### config.mk
export PLATFORM = sky130hd
export DESIGN_NAME = seq_detector_param
export DESIGN_NICKNAME = d
export VERILOG_FILES = /design/src/rtl/seq_detector_pkg.sv /design/src/rtl/seq_detector_next.sv /design/src/rtl/seq_detector_param.sv
export SDC_FILE = /design/constraint.sdc
export NUM_CORES = 1
export LEC_CHECK = 0
export ABC_AREA = 1
export CORE_MARGIN = 2
export CORE_UTILIZATION = 49
export CTS_CLUSTER_SIZE = 14
export DETAILED_ROUTE_END_ITERATION = 6
export PLACE_DENSITY = 0.76
export SKIP_CTS_REPAIR_TIMING = 1
export SYNTH_ARGS = -nofsm -noshare
export SYNTH_HDL_FRONTEND = slang
export SYNTH_SLANG_ARGS = --single-unit
### constraint.sdc
create_clock -name CLK -period 1.7 [get_ports CLK]
set_clock_uncertainty 0.1 [all_clocks]
set_input_delay 0.425 -clock CLK [delete_from_list [all_inputs] [get_ports CLK]]
set_output_delay 0.425 -clock CLK [all_outputs]
set_load 0.005 [all_outputs]
### src/rtl/seq_detector_pkg.sv
// Purpose : shared constants and elaboration-time helpers for the serial pattern detector.
// Latency : n/a (constant functions only, evaluated at elaboration).
// Backpr. : n/a.
// Contents: MAX_PATTERN_W, clog2(), pat_bit(), next_state() (prefix-automaton transition rule).
package seq_detector_pkg;

  // Widest pattern the detector supports.
  localparam int MAX_PATTERN_W = 16;

  // Ceiling log2, never less than 1 so a register always has at least one bit.
  function automatic int clog2(input int value);
    int result;
    int v;
    result = 0;
    v = value - 1;
    while (v > 0) begin
      result++;
      v = v >> 1;
    end
    return (result < 1) ? 1 : result;
  endfunction

  // Bit i of the pattern in arrival order (i = 0 is the first bit received,
  // which is the MSB of the parameter). Out-of-range positions read as 0.
  function automatic logic pat_bit(input logic [MAX_PATTERN_W-1:0] pattern,
                                   input int width, input int i);
    logic r;
    r = 1'b0;
    if (i >= 0 && i < width) r = pattern[width-1-i];
    return r;
  endfunction

  // Transition of the prefix automaton: from state k (the last k accepted
  // bits equal the first k pattern bits) on bit b, return the length of the
  // longest suffix of (pattern[0..k-1], b) that is also a pattern prefix.
  // A state can never exceed width, so candidate lengths are capped there;
  // this makes the same rule serve the full-match state for overlap mode.
  function automatic int next_state(input logic [MAX_PATTERN_W-1:0] pattern,
                                    input int width, input int k, input int b);
    logic [MAX_PATTERN_W:0] s;
    int  max_len;
    int  result;
    bit  found;
    bit  ok;
    s = '0;
    for (int i = 0; i < MAX_PATTERN_W; i++) begin
      if (i < k) s[i] = pat_bit(pattern, width, i);
    end
    s[k] = b[0];
    max_len = (k + 1 < width) ? (k + 1) : width;
    result  = 0;
    found   = 1'b0;
    for (int len = MAX_PATTERN_W; len >= 1; len--) begin
      if (!found && len <= max_len) begin
        ok = 1'b1;
        for (int i = 0; i < MAX_PATTERN_W; i++) begin
          if (i < len && s[k+1-len+i] != pat_bit(pattern, width, i)) ok = 1'b0;
        end
        if (ok) begin
          result = len;
          found  = 1'b1;
        end
      end
    end
    return result;
  endfunction

endpackage

### src/rtl/seq_detector_next.sv
// Purpose : combinational next-state lookup for the pattern detector.
// Latency : 0 cycles (pure combinational).
// Backpr. : none; the caller decides whether the result is committed.
// Ports   : cur_state - current automaton state S0..S(PATTERN_W)
//           bit_in    - serial bit being accepted
//           overlap   - 1: full-match state continues via suffix rule, 0: restart from S0
//           nxt_state - resulting state
module seq_detector_next
  import seq_detector_pkg::*;
#(
  parameter int                   PATTERN_W = 4,
  parameter logic [PATTERN_W-1:0] PATTERN   = 4'b1011,
  parameter int                   ST_W      = clog2(PATTERN_W + 1)
) (
  input  logic [ST_W-1:0] cur_state,
  input  logic            bit_in,
  input  logic            overlap,
  output logic [ST_W-1:0] nxt_state
);

  // Entry 2*k+b holds the transition from Sk on bit b. The row for the
  // full-match state holds the overlapping transition; the non-overlap
  // case reuses the S0 row instead.
  localparam int N_ENT = 2 * (PATTERN_W + 1);

  logic [ST_W-1:0] lut [N_ENT];

  for (genvar g = 0; g < N_ENT; g++) begin : g_lut
    localparam logic [ST_W-1:0] ENT =
      ST_W'(next_state(16'(PATTERN), PATTERN_W, g / 2, g % 2));
    assign lut[g] = ENT;
  end

  // Encodings above S(PATTERN_W) are unreachable; they fall back to S0.
  always_comb begin
    nxt_state = '0;
    for (int i = 0; i <= PATTERN_W; i++) begin
      if (cur_state == ST_W'(i)) begin
        if (i == PATTERN_W && !overlap) begin
          nxt_state = bit_in ? lut[1] : lut[0];
        end else begin
          nxt_state = bit_in ? lut[2*i+1] : lut[2*i];
        end
      end
    end
  end

endmodule

### src/rtl/seq_detector_param.sv
// Purpose : parametrised serial pattern detector with Moore match flag and saturating match counter.
// Latency : y_out rises one cycle after the edge that accepts the last pattern bit.
// Backpr. : none; x_valid=0 freezes state, y_out and match_count.
// Ports   : CLK, Reset (sync, active-high), x_in/x_valid (serial input + qualifier),
//           y_out (match flag), match_count (saturating count), count_sat (sticky saturation flag).
module seq_detector_param
  import seq_detector_pkg::*;
#(
  parameter int                   PATTERN_W = 4,
  parameter logic [PATTERN_W-1:0] PATTERN   = 4'b1011,
  parameter bit                   OVERLAP   = 1'b1,
  parameter int                   CNT_W     = 8
) (
  input  logic             CLK,
  input  logic             Reset,
  input  logic             x_in,
  input  logic             x_valid,
  output logic             y_out,
  output logic [CNT_W-1:0] match_count,
  output logic             count_sat
);

  if (PATTERN_W < 1 || PATTERN_W > MAX_PATTERN_W || CNT_W < 1) begin : g_bad_param
    $error("seq_detector_param: PATTERN_W must be 1..16 and CNT_W >= 1");
  end

  localparam int              ST_W   = clog2(PATTERN_W + 1);
  localparam logic [ST_W-1:0] S_IDLE = '0;
  localparam logic [ST_W-1:0] S_FULL = ST_W'(PATTERN_W);

  logic [ST_W-1:0]  state;
  logic [ST_W-1:0]  nxt_state;
  logic [CNT_W-1:0] cnt_inc;
  logic             hit;

  seq_detector_next #(
    .PATTERN_W (PATTERN_W),
    .PATTERN   (PATTERN),
    .ST_W      (ST_W)
  ) u_next (
    .cur_state (state),
    .bit_in    (x_in),
    .overlap   (OVERLAP),
    .nxt_state (nxt_state)
  );

  // A match is counted on every accepted bit that lands in the full state,
  // including full->full steps for single-bit or all-equal patterns.
  assign hit     = (nxt_state == S_FULL);
  assign cnt_inc = match_count + CNT_W'(1);

  always_ff @(posedge CLK) begin
    if (Reset) begin
      state       <= S_IDLE;
      y_out       <= 1'b0;
      match_count <= '0;
      count_sat   <= 1'b0;
    end else if (x_valid) begin
      state <= nxt_state;
      // Registered copy of (next state == full), so y_out tracks state exactly.
      y_out <= hit;
      if (hit && !count_sat) begin
        match_count <= cnt_inc;
        // Saturation is sticky: once the all-ones value is reached the
        // counter stops and only Reset clears the flag.
        if (&cnt_inc) count_sat <= 1'b1;
      end
    end
  end

endmodule
==> qor.yml, run 1 <==
clkPwrFrac_pct: 35.1
vias: 732
diodes: 0
avgSynthCellArea_um2: 7.17
drcViolationCount: 0
finalWeightedCongestion: 0.766
fin_crit_ns: 1.66
routed_via_density: 5.12
finish.utilization_pct: 75.1
cts_buffers: 3
cpMaxStageDelayCell: "clkdlybuf4s50_1"
drt_iter0_markers: 3
crit_required_ns: 1.17
critPathKind: "flop to output port"
port_buffers: 13
slew-limit-headroom_pct: 84.0
rsz0062_at_grt: "false"
first_pass_iters: 4
grt_usage_pct: 18.7
dpl.hpwl_mm: 1.21
cts.path.max_buffers: 2
endpoint_kind: "output port"
ant_nets: 0
cellPowerDensity_nw_per_um2: 544
htree_levels: 1
root_buffer: "clkbuf_4"
routedWlPerCell_um: 11.1
grt_pass1_wl_mm: 2.57
synth_seq_cells: 13
finalSetupViolations: 0
finalHoldViolations: 0
overflow: 0
power_leakage_nw: 0.450
grt_start_max_net_pins: 11
status: "complete, no violations"
ir_worst_vdd_v: 0.000484
crit_family: "buffers and inverters"
drive_gt1_share_pct: 28.1
cts_tree: "yes"
crit_path_start_kind: "flop"
routed_wl_mm: 1.58
fmax_ghz: 0.602
core_area_um2: 1330
insertion_delay_ns: 0.28
crit_buf_inv: 1
initial_core_util_pct: 54.3
synth.net_count: 106
die_area_um2: 1800
antenna_found_initial: 0
ios: 14
syn_to_final_growth_pct: 38.3
grt_pass1_vias: 651
numClockSinks: 13
fin_hold_ws_ns: 0.370
synthDistinctLibCells: 22
postSynthCellCount: 101
p_sw_mw: 0.128
nets: 134
multiInputGateArea_um2: 393
netSwitchingFraction_pct: 23.6
fillers: 98
clkTransAtPathRegs_ns: 0.08
yosys_warnings: 0
crit_chain: "clkdlybuf4s50_1"
hp-class: "flop to flop"
cp_max_fo: 4
dieWidth_um: 42.5
p_comb_share_pct: 8.4
die_h_um: 42.5
pwr-share-seq_pct: 56.5
slew_viol_final: 0
critPathArrivalTime_ns: 1.14
seq_area_frac_synth_pct: 35.9
regArea_um2: 279
fin_crit_sh_pct: 97.7
rows: 13
netlist_area_um2: 724
cap_violations: 0
tightest_slew_ns: 0.238
slowest_delay_ns: 0.51
p_int_mw: 0.416
layer usage:
layer  share of wire [%]  track usage, %
met4                 2.4            11.3
met5                   0               0
met2                  49            32.0
met3                 3.4            3.88
met1                  45            21.1
path summary, 6_finish.rpt:
kind	start	to	slack (ns)	cells past startpoint
setup reg to reg	match_count[0]	count_sat	0.23	9
hold reg to reg	y_out	y_out	0.37	2
setup / recovery	match_count[6]	match_count[6]	0.04	1
hold / removal	y_out	y_out	0.37	2
power by group through the flow:
stage	clock network, mW	logic [mW]	registers [mW]
after CTS	0.194	0.0455	0.314
after global placement	0	0.0440	0.321
after global routing	0.213	0.0503	0.309
after floorplan	0	0.0221	0.320
final	0.191	0.0457	0.308
after detailed placement	0	0.0451	0.321
synth_stat cells:
cell	n	share of area (%)
nand3_1	5	3.5
a21oi_2	1	1.2
o211ai_1	1	1.0
inv_1	15	7.8
dfxtp_1	13	36
ha_1	1	1.7
a21oi_1	10	6.9
nor2_1	3	1.6
nand3_4	1	2.4
nand2_1	21	11
clkbuf_1	1	0.52
clkinv_1	1	0.52
nand4_1	4	3.5
nand2_2	2	1.7
o21ai_0	9	6.2
inv_2	2	1.0
nor2_2	3	2.6
nand3_2	2	2.8
xor2_1	1	1.2
a211oi_1	1	1.0
nor3_2	1	1.4
nor2_4	3	4.7
logic make-up (layout without fill, tap and decap cells):
family,count (synthesis),after routing,synth area share (%)
simple gates,45,45,34.9
compound gates,22,22,16.4
buf+inv,19,46,9.84
flops,13,13,35.9
fa+ha+maj,1,1,1.73
xor+xnor,1,1,1.21
area by class of cell:
class | count | share of cell area, %
Tap cell | 15 | 1.87
Sequential cell | 13 | 27.8
Multi-Input combinational cell | 69 | 39.2
Inverter | 18 | 6.74
Timing Repair Buffer | 24 | 21.7
Clock buffer | 4 | 2.62
placed cells by master, fill, tap and decap left out, types with 4 or more instances in the layout:
cell             netlist  routed
a21oi_1               10      10
buf_4                  0      11
clkdlybuf4s50_1        0      11
dfxtp_1               13       6
dfxtp_4                0       4
inv_1                 15      15
nand2_1               21      21
nand3_1                5       5
nand4_1                4       4
o21ai_0                9       9
flip-flops by register name (all words and copies together) (netlist names):
| register | flops |
|---|---|
| y_out | 1 |
| match_count | 8 |
| state | 3 |
| count_sat | 1 |
metrics by stage:
step	total power [mW]	instance area, µm²	setup slack (ns)	setup TNS [ns]	cells
after floorplan	0.342	724	0.275	0	101
after global placement	0.365	930	-0.102	-0.616	136
after detailed placement	0.366	930	-0.143	-0.824	136
after CTS	0.553	956	-0.109	-0.369	140
after global routing	0.572	1000	0.00859	0	143
final	0.545	1000	0.0383	0	143
(Power assumes the default switching activity.)
==> run 2: changes to the inputs <==
- CORE_UTILIZATION: 49 -> 52
- CTS_BUF_LIST: default -> sky130_fd_sc_hd__clkbuf_8
- PLACE_DENSITY: 0.76 -> 0.8
==> run 2 against run 1 <==
Compared with the run above:
- setup slack worse by 0.0037 ns
- utilization up 0.24 points
- first-iteration DRC count rose to 8.0 times the previous value
- combinational power up 2%
- largest cell class unchanged
- critical path depth unchanged
- sequential share of layout area down 0.29 points
==> qor.yml, run 2 (same netlist as run 1, synthesis figures left out) <==
fin_crit_ns: 1.67  # +0.00371 ns
reg2reg_slack_ns: 0.19  # -0.04 ns
crit_chain: "clkdlybuf4s50_1"
first_pass_iters: 5  # +1
dpl.cell_count: 135  # -0.74%
drive_gt1_share_pct: 25.8  # -2.3 points
fin_hold_ws_ns: 0.371  # +0.000971 ns
drcViolationCount: 0  # unchanged
cellPowerDensity_nw_per_um2: 638  # +17%
hold_path.startpoint: "y_out"
dpl.hpwl_mm: 1.29  # +6.6%
reg2reg_to: "count_sat"
htree_levels: 1  # unchanged
routed_via_density: 5.27  # +2.9%
die_h_um: 41.3  # -2.7%
ios: 14  # unchanged
diodes: 0  # unchanged
final_common_cell: "nand2_1"
clkTransAtPathRegs_ns: 0.06  # -0.02 ns
grt_pass1_vias: 642  # -1.4%
crit_path_start_kind: "flop"
largestRegisters: "match_count: 8 flops, state: 3 flops"
hp-class: "flop to flop"
slew-limit-headroom_pct: 83.4  # -0.64 points
cts_tree: "yes"
cp_max_fo: 6  # +2
die_area_um2: 1710  # -5.2%
fin_crit_sh_pct: 98.0  # +0.22 points
status: "complete, no violations"
grt_start_max_net_pins: 11  # unchanged
mostFrequentLayoutCells: "21 x nand2_1, 16 x inv_1, 13 x clkdlybuf4s50_1, 10 x a21oi_1, 9 x o21ai_0"
critPathArrivalTime_ns: 1.14  # about the same
reg2reg_from: "match_count[0]"
hold_depth: 2  # unchanged
fmax_ghz: 0.600  # -0.22%
slew_viol_final: 0  # unchanged
crit_buf_inv: 1  # unchanged
crit_family: "buffers and inverters"
hold_end: "y_out"
slowest_delay_ns: 0.52  # about the same
cts_buffers: 3  # unchanged
grt_pass1_wl_mm: 2.48  # -3.5%
tns_ns: 0  # unchanged
routedWlPerCell_um: 12.1  # +9.6%
cts.path.max_buffers: 2  # unchanged
syn_to_final_growth_pct: 35.4
vias: 732  # unchanged
overflow: 0  # unchanged
layoutNonFillerInstCount: 139  # -2.8%
ant_nets: 0  # unchanged
initial_core_util_pct: 55.7  # +1.4 points
cap_violations: 0  # unchanged
fillers: 94  # -4.1%
pre_cts_ws_ns: -0.140  # +0.00311 ns
finalWeightedCongestion: 0.793  # +3.5%
finalPower_mw: 0.626  # +15%
antenna_found_initial: 0  # unchanged
grt_usage_pct: 22.2  # +3.5 points
drt_iter0_markers: 24  # +21
numClockSinks: 13  # unchanged
routed_wl_mm: 1.69  # +6.6%
tightest_slew_ns: 0.247  # +0.00848 ns
finalSetupViolations: 0  # unchanged
regMostFlops: "match_count"
power_leakage_nw: 0.399  # -11%
insertion_delay_ns: 0.24  # -0.04 ns
largest_reg_flops: 8  # unchanged
endpoint_kind: "output port"
port_buffers: 13  # unchanged
critPathKind: "flop to output port"
root_buffer: "clkbuf_8"
rows: 13  # unchanged
nets: 130  # -3.0%
core_area_um2: 1300  # -2.4%
cpMaxStageDelayCell: "clkdlybuf4s50_1"
ir_worst_vdd_v: 0.000421  # -13%
crit_required_ns: 1.17  # about the same
timing.final.ws_setup_ns: 0.0346  # -0.00371 ns
r2r_cells: 9  # unchanged
finalHoldViolations: 0  # unchanged
dieWidth_um: 41.3  # -2.7%
==> run 2: cell count changes in the layout (fill, tap and decap cells not counted), moves of 2 or more <==
cell             change
buf_4                -4
clkbuf_4             -3
clkbuf_8             +3
dfxtp_4              -3
clkdlybuf4s50_1      +2
dfxtp_2              +2
dlymetal6s2s_1       -2
==> run 2: where the power goes <==
| group | leakage (nW) | internal (mW) | switching (mW) | total, mW |
|---|---|---|---|---|
| sequential | 0.109 | 0.308 | 0.00532 | 0.313 |
| clock | 0.0269 | 0.159 | 0.107 | 0.266 |
| combinational | 0.263 | 0.0226 | 0.0242 | 0.0468 |
| total | 0.399 | 0.490 | 0.136 | 0.626 |
==> run 2: routing by layer <==
layer  track usage [%]  wire [µm]  vias up
met5                 0          0        -
met4              4.84         18        0
met3              4.79         50        2
met2              43.0        844       19
met1              24.4        771      335
li1                  -          -      376
==> run 2: worst reg2reg max path, stage by stage, from the launching register on <==
cell and delay [ns]:
dfxtp_2 0.39, ha_1 0.24, nand3_2 0.11, nor2_2 0.12, nand2_1 0.07, nand2_1 0.08, nand2_2 0.06, nor2_2 0.11
nand3_2 0.07, a21oi_2 0.10
==> run 2: layout make-up <==
cell class	instances	area (µm²)	share of cell area [%]
multi-input combinational	69	393	40.1
sequential	13	270	27.6
timing repair buffer	20	183	18.6
inverter	18	71.3	7.27
clock buffer	3	41.3	4.21
tap	15	18.8	1.91
clock inverter	1	3.75	0.383
==> run 2: worst max path at each step <==
stage,from,end,slack [ns],cells after the start
floorplan,match_count[0],count_sat,0.28,9
global placement,x_in,match_count[1],-0.1,7
detailed placement,x_in,match_count[1],-0.14,7
CTS,match_count[2],match_count[2],-0.06,1
global route,x_in,match_count[1],-0.0006,7
finish,match_count[0],match_count[0],0.03,1
==> run 2: stage by stage <==
stage          util (%)  area, µm²
5_1_grt            75.4        981
3_5_place_dp       70.9        922
6_report           75.4        981
2_1_floorplan         -        724
4_1_cts            74.3        967
3_3_place_gp       70.9        922
